==> config.mk <==
export PLATFORM = sky130hd
export DESIGN_NAME = raycast_node_cache
export DESIGN_NICKNAME = d
export VERILOG_FILES = /design/src/rtl/raycast_node_cache.sv
export SDC_FILE = /design/constraint.sdc
export NUM_CORES = 1
export LEC_CHECK = 0
export BUFFER_PORTS_ARGS = -buffer_cell sky130_fd_sc_hd__buf_2
export CAP_MARGIN = 20
export CORE_MARGIN = 2
export CORE_UTILIZATION = 55
export CTS_CLUSTER_SIZE = 12
export DETAILED_ROUTE_END_ITERATION = 12
export GPL_ROUTABILITY_DRIVEN = 0
export PLACE_DENSITY = 0.86
export SKIP_LAST_GASP = 1
export SLEW_MARGIN = 20
export SYNTH_ARGS = -nofsm -noshare
export SYNTH_HDL_FRONTEND = slang
export SYNTH_SLANG_ARGS = --single-unit
==> constraint.sdc <==
create_clock -name clk -period 5.9 [get_ports clk]
set_clock_uncertainty 0.05 [all_clocks]
set_input_delay 0.295 -clock clk [delete_from_list [all_inputs] [get_ports clk]]
set_output_delay 0.295 -clock clk [all_outputs]
set_load 0.01 [all_outputs]
==> src/rtl/raycast_node_cache.sv <==
// Direct-mapped, read-only, one-word-per-line cache for octree node fetches.
// A miss issues one memory read, fills the line and returns the word to the requester.
module raycast_node_cache #(
    parameter int unsigned lines      = 16,
    parameter int unsigned lines_log2 = 4
) (
    input  logic        clk,
    input  logic        rst,
    input  logic [31:0] s_wb_adr_i,
    input  logic        s_wb_cyc_i,
    input  logic        s_wb_stb_i,
    output logic [31:0] s_wb_dat_o,
    output logic        s_wb_ack_o,
    output logic [31:0] m_wb_adr_o,
    output logic        m_wb_cyc_o,
    output logic        m_wb_stb_o,
    input  logic [31:0] m_wb_dat_i,
    input  logic        m_wb_ack_i,
    input  logic        inv_i,
    output logic [15:0] hit_cnt_o,
    output logic [15:0] miss_cnt_o
);
    localparam int unsigned TAG_W = 32 - lines_log2 - 2;
    localparam int unsigned CNT_W = 16;
    localparam logic [CNT_W-1:0] CNT_MAX = '1;

    typedef enum logic [1:0] {S_IDLE, S_LOOKUP, S_MISS, S_ACK} state_t;

    state_t              state_q, state_d;
    logic [31:0]         adr_q, adr_d;
    logic [31:0]         dat_d;
    logic                ack_d;
    logic [31:0]         madr_d;
    logic                mcyc_d;
    logic [CNT_W-1:0]    hit_d, miss_d;
    logic [lines-1:0]    valid_q, valid_d;
    logic                stale_q, stale_d;
    logic                fill_we_c;

    logic [TAG_W-1:0]    tag_mem  [lines];
    logic [31:0]         data_mem [lines];

    logic [lines_log2-1:0] idx_c;
    logic [TAG_W-1:0]      tag_c;
    logic                  hit_c;

    assign idx_c      = adr_q[lines_log2+1:2];
    assign tag_c      = adr_q[31:lines_log2+2];
    assign hit_c      = valid_q[idx_c] && (tag_mem[idx_c] == tag_c);
    assign m_wb_stb_o = m_wb_cyc_o;

    // Next-state and next-output logic
    always_comb begin
        state_d   = state_q;
        adr_d     = adr_q;
        dat_d     = s_wb_dat_o;
        ack_d     = s_wb_ack_o;
        madr_d    = m_wb_adr_o;
        mcyc_d    = m_wb_cyc_o;
        hit_d     = hit_cnt_o;
        miss_d    = miss_cnt_o;
        valid_d   = valid_q;
        stale_d   = stale_q;
        fill_we_c = 1'b0;

        if (inv_i) begin
            valid_d = '0;
        end

        case (state_q)
            S_IDLE: begin
                if (s_wb_cyc_i && s_wb_stb_i) begin
                    adr_d   = s_wb_adr_i;
                    state_d = S_LOOKUP;
                end
            end
            S_LOOKUP: begin
                if (!s_wb_cyc_i) begin
                    state_d = S_IDLE;
                end else if (hit_c) begin
                    dat_d   = data_mem[idx_c];
                    ack_d   = 1'b1;
                    hit_d   = (hit_cnt_o == CNT_MAX) ? hit_cnt_o : hit_cnt_o + CNT_W'(1);
                    state_d = S_ACK;
                end else begin
                    madr_d  = adr_q;
                    mcyc_d  = 1'b1;
                    miss_d  = (miss_cnt_o == CNT_MAX) ? miss_cnt_o : miss_cnt_o + CNT_W'(1);
                    stale_d = 1'b0;
                    state_d = S_MISS;
                end
            end
            S_MISS: begin
                // An invalidate seen anywhere in the miss window keeps the fill from becoming valid
                if (inv_i) begin
                    stale_d = 1'b1;
                end
                if (m_wb_ack_i) begin
                    mcyc_d    = 1'b0;
                    fill_we_c = 1'b1;
                    if (!(stale_q || inv_i)) begin
                        valid_d[idx_c] = 1'b1;
                    end
                    if (s_wb_cyc_i) begin
                        dat_d   = m_wb_dat_i;
                        ack_d   = 1'b1;
                        state_d = S_ACK;
                    end else begin
                        state_d = S_IDLE;
                    end
                end
            end
            S_ACK: begin
                ack_d   = 1'b0;
                state_d = S_IDLE;
            end
            default: begin
                state_d = S_IDLE;
            end
        endcase
    end

    // State and output registers
    always_ff @(posedge clk) begin
        if (!rst) begin
            state_q    <= S_IDLE;
            adr_q      <= '0;
            s_wb_dat_o <= '0;
            s_wb_ack_o <= 1'b0;
            m_wb_adr_o <= '0;
            m_wb_cyc_o <= 1'b0;
            hit_cnt_o  <= '0;
            miss_cnt_o <= '0;
            valid_q    <= '0;
            stale_q    <= 1'b0;
        end else begin
            state_q    <= state_d;
            adr_q      <= adr_d;
            s_wb_dat_o <= dat_d;
            s_wb_ack_o <= ack_d;
            m_wb_adr_o <= madr_d;
            m_wb_cyc_o <= mcyc_d;
            hit_cnt_o  <= hit_d;
            miss_cnt_o <= miss_d;
            valid_q    <= valid_d;
            stale_q    <= stale_d;
        end
    end

    // Tag and data arrays carry no reset; validity alone gates their use
    always_ff @(posedge clk) begin
        if (rst && fill_we_c) begin
            tag_mem[idx_c]  <= tag_c;
            data_mem[idx_c] <= m_wb_dat_i;
        end
    end
endmodule

## Word level (Yosys, flattened, before mapping)

Memories as Yosys holds them, arrays and structs flattened. A register that Yosys moved wholly into a read port is not among the register bits.
Cells that the tools add are included.

- RAM bits: 928
- Memories: 2
- Register bits: 149
- Output and inout bits: 99
- Logic and storage cells: 90

- Add/sub/neg operators: 2
- Muxes and demuxes: 40
- Eq/ne operators: 13
- Magnitude comparators: 2
- Reduce and logical (&&, ||, !) cells: 17
- Bitwise gates (word level): 4

Memory list:

| memory | words | bits a word | rd ports | clocked after Yosys merged registers in | wr ports | line | text |
|---|---|---|---|---|---|---|---|
| data_mem | 16 | 32 | 1 | 1 | 1 | 41 | `logic [31:0] data_mem [lines];` |
| tag_mem | 16 | 26 | 1 | 1 | 1 | 40 | `logic [TAG_W-1:0] tag_mem [lines];` |

Operator list:

| operator | count |
|---|---|
| 2-to-1 mux 32 bit | 4 |
| 2-to-1 mux 16 bit | 4 |
| case mux 32 bit (2 select lines) | 1 |
| adder 16 x 1 -> 16 bit, second input constant | 2 |
| == test 16 bit, second input constant | 2 |
| == test 26 bit | 1 |
| 2-to-1 mux 1 bit | 17 |
| 2-to-1 mux 4 bit | 4 |
| bitwise OR 16 bit | 1 |
| AND reduction 4 bit | 4 |
| != test 2 bit, second input constant | 7 |
| AND reduction 5 bit | 2 |
| 2-to-1 mux 2 bit | 4 |
| case mux 2 bit (4 select lines) | 1 |
| less-than comparator 4 x 5 -> 1 bit, second input constant | 1 |
| binary-select mux 1 bit (select 4 bit) | 1 |
| demux 1 bit (select 4 bit) | 1 |
| == test 2 bit, second input constant | 2 |
| >= comparator 4 x 1 -> 1 bit, second input constant | 1 |
| logical AND 1 bit | 4 |
| case mux 1 bit (2 select lines) | 2 |
| AND reduction 2 bit | 2 |
| NOT 1 bit | 3 |
| case mux 1 bit (3 select lines) | 1 |
| 6 further kinds | 6 |

## Longest topological paths before layout

Gate-level depths: netlist (run 1).

- Word-level depth: 8
- Mapped depth: 16
- Gate-level depth less buffers: 9

## Least setup slack after synthesis (run 1)

OpenSTA, ideal clock, no wires.

- Path kind: flip-flop to flip-flop
- Start point: register adr_q[2]
- End point: memory data_mem[3][0] (enable)
- Stages on the path, launching flop included: 5
- Setup time: 0.545 ns
- Arrival: 4.981 ns
- Buffers on the path: 2
- Setup slack: 0.324 ns
- Required time: 5.305 ns
- Path through: dfxtp_1 -> clkbuf_1 -> buf_1 -> nand3_1 -> nor3_1

RTL lines:

| what | line | text |
|---|---|---|
| from (decl) | 30 | `logic [31:0] adr_q, adr_d;` |
| from (signal assigned) | 138 | `adr_q <= adr_d;` |
| to (decl) | 41 |  |

Straight into the memory's write port.

==> key figures, run 1 <==
Worst setup path
  – Worst EP required: 6.43 ns
  – CP dominant cell by count: mux2i_1
  – Reg-to-reg endpoint: hit_cnt_o[12]$_SDFFE_PN0P_
  – CP startpoint kind: flip-flop
  – Reg2reg setup slack: 0.80 ns
  – CP endpoint kind: flip-flop
  – Critical path peak fanout: 112
  – Critical path class: flip-flop to flip-flop
  – Crit-path slowest cell: dfxtp_4
  – Crit path arrival time: 5.64 ns
  – R2r worst-path depth: 10
  – Crit-path max cell delay: 0.73 ns
  – CP Cell Sequence: buf_12 > mux4_2 > mux2i_1 > mux2i_1 > xor2_1 > nor4_1 > and4_1 > nand4_2 > or4_1 > a21oi_1

Flow run
  – Max_cap viols: 0

Logic synthesis
  – Post-Syn Instances: 2254
  – Post-synth EDFFs: 928
  – Synth unique cells: 71
  – Async S/R FF share, synth: 0
  – Area share of the largest cell type after synthesis: 0.660
  – Main synth FF type: edfxtp_1
  – Syn Area/Cell: 18.7 sq um
  – Synth area leaders: edfxtp_1, mux4_2, dfxtp_1
  – Sequential-to-total area share from yosys stat: 0.732
  – Syn Nets: 2326
  – Ys Warns: 0
  – Mapped cell area: 42300 sq um
  – Synth top cells by count: edfxtp_1, mux4_2, dfxtp_1
  – Count leader, synth: edfxtp_1
  – Yosys top cell by area: edfxtp_1
  – Synthesized flop and latch total: 1081

Power
  – Total power: 0.0154 W
  – Max IR drop VDD: 0.288 mV
  – LEAKAGE: 15.5 nW
  – PD cells: 319 nW/um^2

STA
  – Period utilization: 0.865
  – Fin. Hold Viols: 0
  – RSZ-0062 raised after global routing: no
  – Slew @ Worst Pin: 1.15 ns
  – Fmax: 196 MHz
  – Post-route minimum period: 5.10 ns
  – Count of final max-slew check failures: 0
  – Final setup fails: 0
  – Setup TNS: 0 ns
  – Slew margin rel.: 0.231

Global route
  – Gr busiest metal: met2
  – Grt total ovfl: 0
  – Global-route wire length before repair: 157 mm
  – Largest net degree at the start of global routing: 113
  – Vias in the first global route: 24500
  – GR met2 Demand/Resource: 0.470
  – Antenna violations before repair: 2
  – Met1 usage: 0.353
  – Total track usage: 0.273
  – GR Layer Usage met3: 0.0445

Placement
  – Detailed Place HPWL: 56.6 mm
  – Post-DP Area: 44400 sq um
  – Dpl cells: 3377
  – Port bufs: 168

Cells and area
  – Area of the multi-input gates: 10700 sq um
  – Share of cells above drive strength 1: 0.252
  – # nets final: 2593
  – Storage cell area: 30900 sq um
  – Fillers: 4730
  – Final Cell Area: 48300 sq um
  – Final std cells w/o fill: 3637
  – Area Overhead vs Synth: 14.2%

Clocking
  – Max H-tree Level: 3
  – Post-CTS resize count: 0
  – Clock root cell: clkbuf_16
  – CTS Buf Count: 104
  – Clock tree buffer depth: 3
  – CTS tree: built
  – Clk slew on worst S/H paths: 0.06 ns
  – Sink Count: 1081
  – Worst skew pair latency: 0.68 ns

Min path
  – Worst Hold Endpoint: miss_cnt_o[14]$_SDFFE_PN0P_
  – Hold Path Cell Cnt: 2
  – Hold Path Origin: rst
  – Worst min path class: primary input to flip-flop

Detailed routing
  – Number of DRC markers in iteration 0: 3344
  – Via count: 24000
  – Post-route DRC: 0
  – Pre-antenna DRT Iters: 6
  – Routed Wire Length: 107 mm
  – Vias per cell: 6.60
  – Antenna viol nets, final: 0
  – Wire length per cell: 29.5 um

Floorplanning
  – Die height: 281 um
  – Core ar.: 75900 sq um
  – Die extent in x: 281 um
  – Boundary pin count: 169
  – Initial Utilization: 0.556
  – Die area: 79100 sq um
  – Row count: 101

Outcome
  – Status: completed
## state kept, by name, indices dropped and copies added, names as in the netlist, named ones only
register	cells
data_mem	512
valid_q	16
adr_q	32
state_q	2
tag_mem	416
s_wb_dat_o	32
stale_q	1
miss_cnt_o	16
s_wb_ack_o	1
m_wb_adr_o	32
hit_cnt_o	16
m_wb_cyc_o	1
## per-stage QoR
stage / worst slack, ns / util / hold WS [ns]
after floorplan: 0.324 / - / 0.344
after global placement: 1.27 / 0.584 / 0.385
after detailed placement: 0.974 / 0.585 / 0.396
after CTS: 0.878 / 0.634 / 0.0408
after global routing: 0.652 / 0.635 / 0.0729
final: 0.795 / 0.635 / 0.0586
## logic make-up after synthesis
group | count (synthesis) | share of synthesized area
flip-flops | 1081 | 0.732
multiplexers | 374 | 0.164
XOR/XNOR | 21 | 0.00471
buffers and inverters | 154 | 0.0175
AND/OR/NAND/NOR | 386 | 0.0443
adder cells (fa/ha/maj) | 2 | 0.000592
AO/OA/AOI/OAI | 236 | 0.0375
## timing repair
action,in CTS,in global routing
hold buffers,66,0
endpoints found under the hold margin,550,0
setup buffers,0,0
## critical path, delay by kind of cell, from the launching register on
family                 cells  cell delay (ns)
flip-flops                 1             0.73
multiplexers               3             1.03
XOR/XNOR                   1             0.24
AND/OR/NAND/NOR            4             2.08
AO/OA/AOI/OAI              1             0.16
buffers and inverters      1             0.56
## power by group
part | total [W] | internal, W | switching, W
combinational | 0.000687 | 0.000301 | 0.000386
sequential | 0.00838 | 0.00830 | 0.0000728
clock | 0.00631 | 0.00351 | 0.00280
## cell type report
cell class,count,area share
Inverter,17,0.00137
Antenna cell,4,0.000207
Multi-Input combinational cell,1019,0.222
Tap cell,1030,0.0267
Timing Repair Buffer,298,0.0432
Clock buffer,176,0.0608
Clock inverter,12,0.00402
Sequential cell,1081,0.641
## placed cells by master, fill, tap and decap left out, types with 11 or more instances in the layout
cell type	n
nand3_1	65
buf_2	167
mux2i_1	112
clkbuf_1	62
nand2_1	151
buf_4	57
nor2_1	49
dlygate4sd3_1	66
o311a_1	32
mux4_2	252
dfxtp_1	149
xnor2_1	11
inv_1	13
o21ai_0	70
a22oi_1	23
and3_1	11
nand2b_1	16
edfxtp_1	928
a21oi_1	54
nor2_4	13
clkbuf_16	105
## worst max-delay path by stage
stage                                      end  slack, ns  cells past startpoint
floorplan             data_mem[3][0]$_DFFE_PP_       0.32                      4
global route        hit_cnt_o[12]$_SDFFE_PN0P_       0.65                     10
CTS                 hit_cnt_o[10]$_SDFFE_PN0P_       0.88                     10
finish              hit_cnt_o[12]$_SDFFE_PN0P_       0.80                     10
global placement    hit_cnt_o[10]$_SDFFE_PN0P_       1.27                      9
detailed placement  hit_cnt_o[12]$_SDFFE_PN0P_       0.97                     10
## metal layers
| layer | part of all wire | vias up |
|---|---|---|
| met4 | 0.035 | 2 |
| met2 | 0.52 | 1653 |
| met1 | 0.36 | 12400 |
| met5 | 0.00013 | - |
| li1 | - | 9684 |
| met3 | 0.090 | 292 |
Note: power is estimated with default switching activity, not from simulation.
==> run 2, diff against run 1 <==
--- a/config.mk
+++ b/config.mk
@@ -8,5 +8,5 @@
 export BUFFER_PORTS_ARGS = -buffer_cell sky130_fd_sc_hd__buf_2
 export CAP_MARGIN = 20
-export CORE_MARGIN = 2
+export CORE_MARGIN = 8
 export CORE_UTILIZATION = 55
 export CTS_CLUSTER_SIZE = 12
@@ -15,5 +15,4 @@
 export PLACE_DENSITY = 0.86
 export SKIP_LAST_GASP = 1
-export SLEW_MARGIN = 20
 export SYNTH_ARGS = -nofsm -noshare
 export SYNTH_HDL_FRONTEND = slang
--- a/constraint.sdc
+++ b/constraint.sdc
@@ -3,3 +3,3 @@
 set_input_delay 0.295 -clock clk [delete_from_list [all_inputs] [get_ports clk]]
 set_output_delay 0.295 -clock clk [all_outputs]
-set_load 0.01 [all_outputs]
+set_load 0.02 [all_outputs]
==> key figures, run 2 (same netlist as run 1, synthesis figures left out) <==
Outcome
  – Status: completed

Detailed routing
  – Via count: 24200
  – Number of DRC markers in iteration 0: 3400
  – Wire length per cell: 30.8 um
  – Vias per cell: 6.65
  – Antenna viol nets, final: 0
  – Pre-antenna DRT Iters: 9
  – Post-route DRC: 0
  – Routed Wire Length: 112 mm

Global route
  – Vias in the first global route: 25100
  – Total track usage: 0.256
  – Antenna violations before repair: 6
  – Global-route wire length before repair: 163 mm
  – Largest net degree at the start of global routing: 128
  – Grt total ovfl: 0

Worst setup path
  – Reg2reg setup slack: 0.93 ns
  – CP startpoint kind: flip-flop
  – Crit-path max cell delay: 0.80 ns
  – Cell family with most CP delay: simple AND/OR/NAND/NOR gates
  – WP buf/inv: 1
  – Worst EP required: 6.44 ns
  – CP Cell Sequence: buf_4 > mux4_2 > mux2i_1 > mux2i_1 > xor2_1 > nor4_1 > and4_1 > nand4_2 > nor4_1 > o21bai_1
  – Reg-to-reg endpoint: hit_cnt_o[9]$_SDFFE_PN0P_
  – R2r worst-path depth: 10
  – Setup crit end: hit_cnt_o[9]$_SDFFE_PN0P_
  – CP endpoint kind: flip-flop
  – Critical path peak fanout: 57
  – Crit-path slowest cell: buf_4
  – Critical path class: flip-flop to flip-flop
  – Worst path depth: 10
  – Crit path arrival time: 5.52 ns

Clocking
  – CTS Buf Count: 104
  – Clock tree buffer depth: 3
  – Max H-tree Level: 3
  – Sink Count: 1081
  – Worst skew pair latency: 0.68 ns
  – Clock root cell: clkbuf_16
  – CTS tree: built
  – Post-CTS Setup Inserts: 0
  – Clk slew on worst S/H paths: 0.06 ns

STA
  – Fin. Hold Viols: 0
  – Period utilization: 0.843
  – Hold slack: 0.124 ns
  – Slew @ Worst Pin: 1.12 ns
  – Post-route minimum period: 4.97 ns
  – RSZ-0062 raised after global routing: no
  – Fmax: 201 MHz
  – Final setup fails: 0
  – Count of final max-slew check failures: 0
  – Slew margin rel.: 0.251
  – Setup TNS: 0 ns

Floorplanning
  – Die extent in x: 293 um
  – Die area: 86000 sq um
  – Initial Utilization: 0.556
  – Die height: 293 um
  – Core ar.: 75900 sq um
  – Boundary pin count: 169
  – Row count: 101

Power
  – PD cells: 317 nW/um^2
  – Max IR drop VDD: 0.298 mV
  – Total power: 0.0152 W
  – LEAKAGE: 15.4 nW

Flow run
  – Max_cap viols: 0

Cells and area
  – Largest register by flop count: data_mem
  – Share of cells above drive strength 1: 0.250
  – Most frequent cells in the layout: edfxtp_1, mux4_2, buf_2
  – Max reg flops: 512
  – Area Overhead vs Synth: 14.0%
  – Commonest non-fill, non-tap cell in the layout: edfxtp_1
  – Largest registers: data_mem: 512 flops, tag_mem: 416 flops
  – # nets final: 2591

Placement
  – Port bufs: 168
  – Detailed Place HPWL: 58.8 mm

Min path
  – Worst min path class: primary input to flip-flop
==> run 2: changes by cell type in the layout (fill, tap and decap cells not counted), sizes merged <==
cell / previous run / this run
inv: 18 / 20
bufinv: 3 / 0
clkinv: 8 / 14
buf: 232 / 230
clkbuf: 176 / 169
diode: 4 / 7
==> run 2: worst min-delay path by stage <==
| stage | startpoint | end | slack, ns | cells after the start |
|---|---|---|---|---|
| after floorplan | m_wb_dat_i[0] | data_mem[0][0]$_DFFE_PP_ | 0.34 | 0 |
| after global placement | m_wb_adr_o[1]$_SDFFE_PN0P_ | m_wb_adr_o[1]$_SDFFE_PN0P_ | 0.38 | 2 |
| after detailed placement | m_wb_adr_o[0]$_SDFFE_PN0P_ | m_wb_adr_o[0]$_SDFFE_PN0P_ | 0.39 | 2 |
| after CTS | rst | m_wb_adr_o[0]$_SDFFE_PN0P_ | 0.11 | 3 |
| after global routing | rst | m_wb_adr_o[0]$_SDFFE_PN0P_ | 0.15 | 3 |
| final | rst | m_wb_adr_o[0]$_SDFFE_PN0P_ | 0.12 | 3 |
==> run 2: metal layers <==
layer	track usage	vias to the layer above	routed length (um)
met3	0.0512	432	11500
met5	0	-	0
met2	0.435	1828	55900
met1	0.314	12200	38700
met4	0.123	0	6000
li1	-	9684	-
==> run 2: metrics by stage <==
| stage | cell area (sq um) | cells | util | setup slack, ns |
|---|---|---|---|---|
| 6_report | 48200 | 3636 | 0.634 | 0.927 |
| 5_1_grt | 48200 | 3634 | 0.634 | 0.766 |
| 4_1_cts | 48100 | 3628 | 0.633 | 0.995 |
| 3_5_place_dp | 44400 | 3376 | 0.584 | 1.08 |
| 3_3_place_gp | 44400 | 3374 | 0.584 | 1.24 |
| 2_1_floorplan | 42300 | 2254 | - | 0.324 |
==> run 2: cell type report <==
type / count / area [sq um]
Sequential cell: 1081 / 30900
Fill cell: 4794 / 27800
Multi-Input combinational cell: 1019 / 10700
Clock buffer: 169 / 2890
Timing Repair Buffer: 296 / 2050
Tap cell: 1030 / 1290
Clock inverter: 17 / 171
Inverter: 17 / 65.1
Antenna cell: 7 / 17.5
==> run 2: power breakdown <==
| group | switching, W | total, W | internal (W) |
|---|---|---|---|
| combinational | 0.000394 | 0.000691 | 0.000296 |
| clock | 0.00282 | 0.00617 | 0.00335 |
| sequential | 0.0000733 | 0.00838 | 0.00831 |
| total | 0.00329 | 0.0152 | 0.0120 |
==> run 2: timing repair <==
| item | in CTS | in global routing |
|---|---|---|
| hold endpoints to repair | 550 | 0 |
| gates resized for setup | 0 | 0 |
| hold buffers | 66 | 0 |
==> run 2: worst register-to-register path: cells and delay by family, from the launching register on <==
kind | cells | cell delay (ns)
mux | 3 | 1.00
buf+inv | 1 | 0.81
xor+xnor | 1 | 0.25
compound gates | 1 | 0.21
simple gates | 4 | 2.03
flops | 1 | 0.56
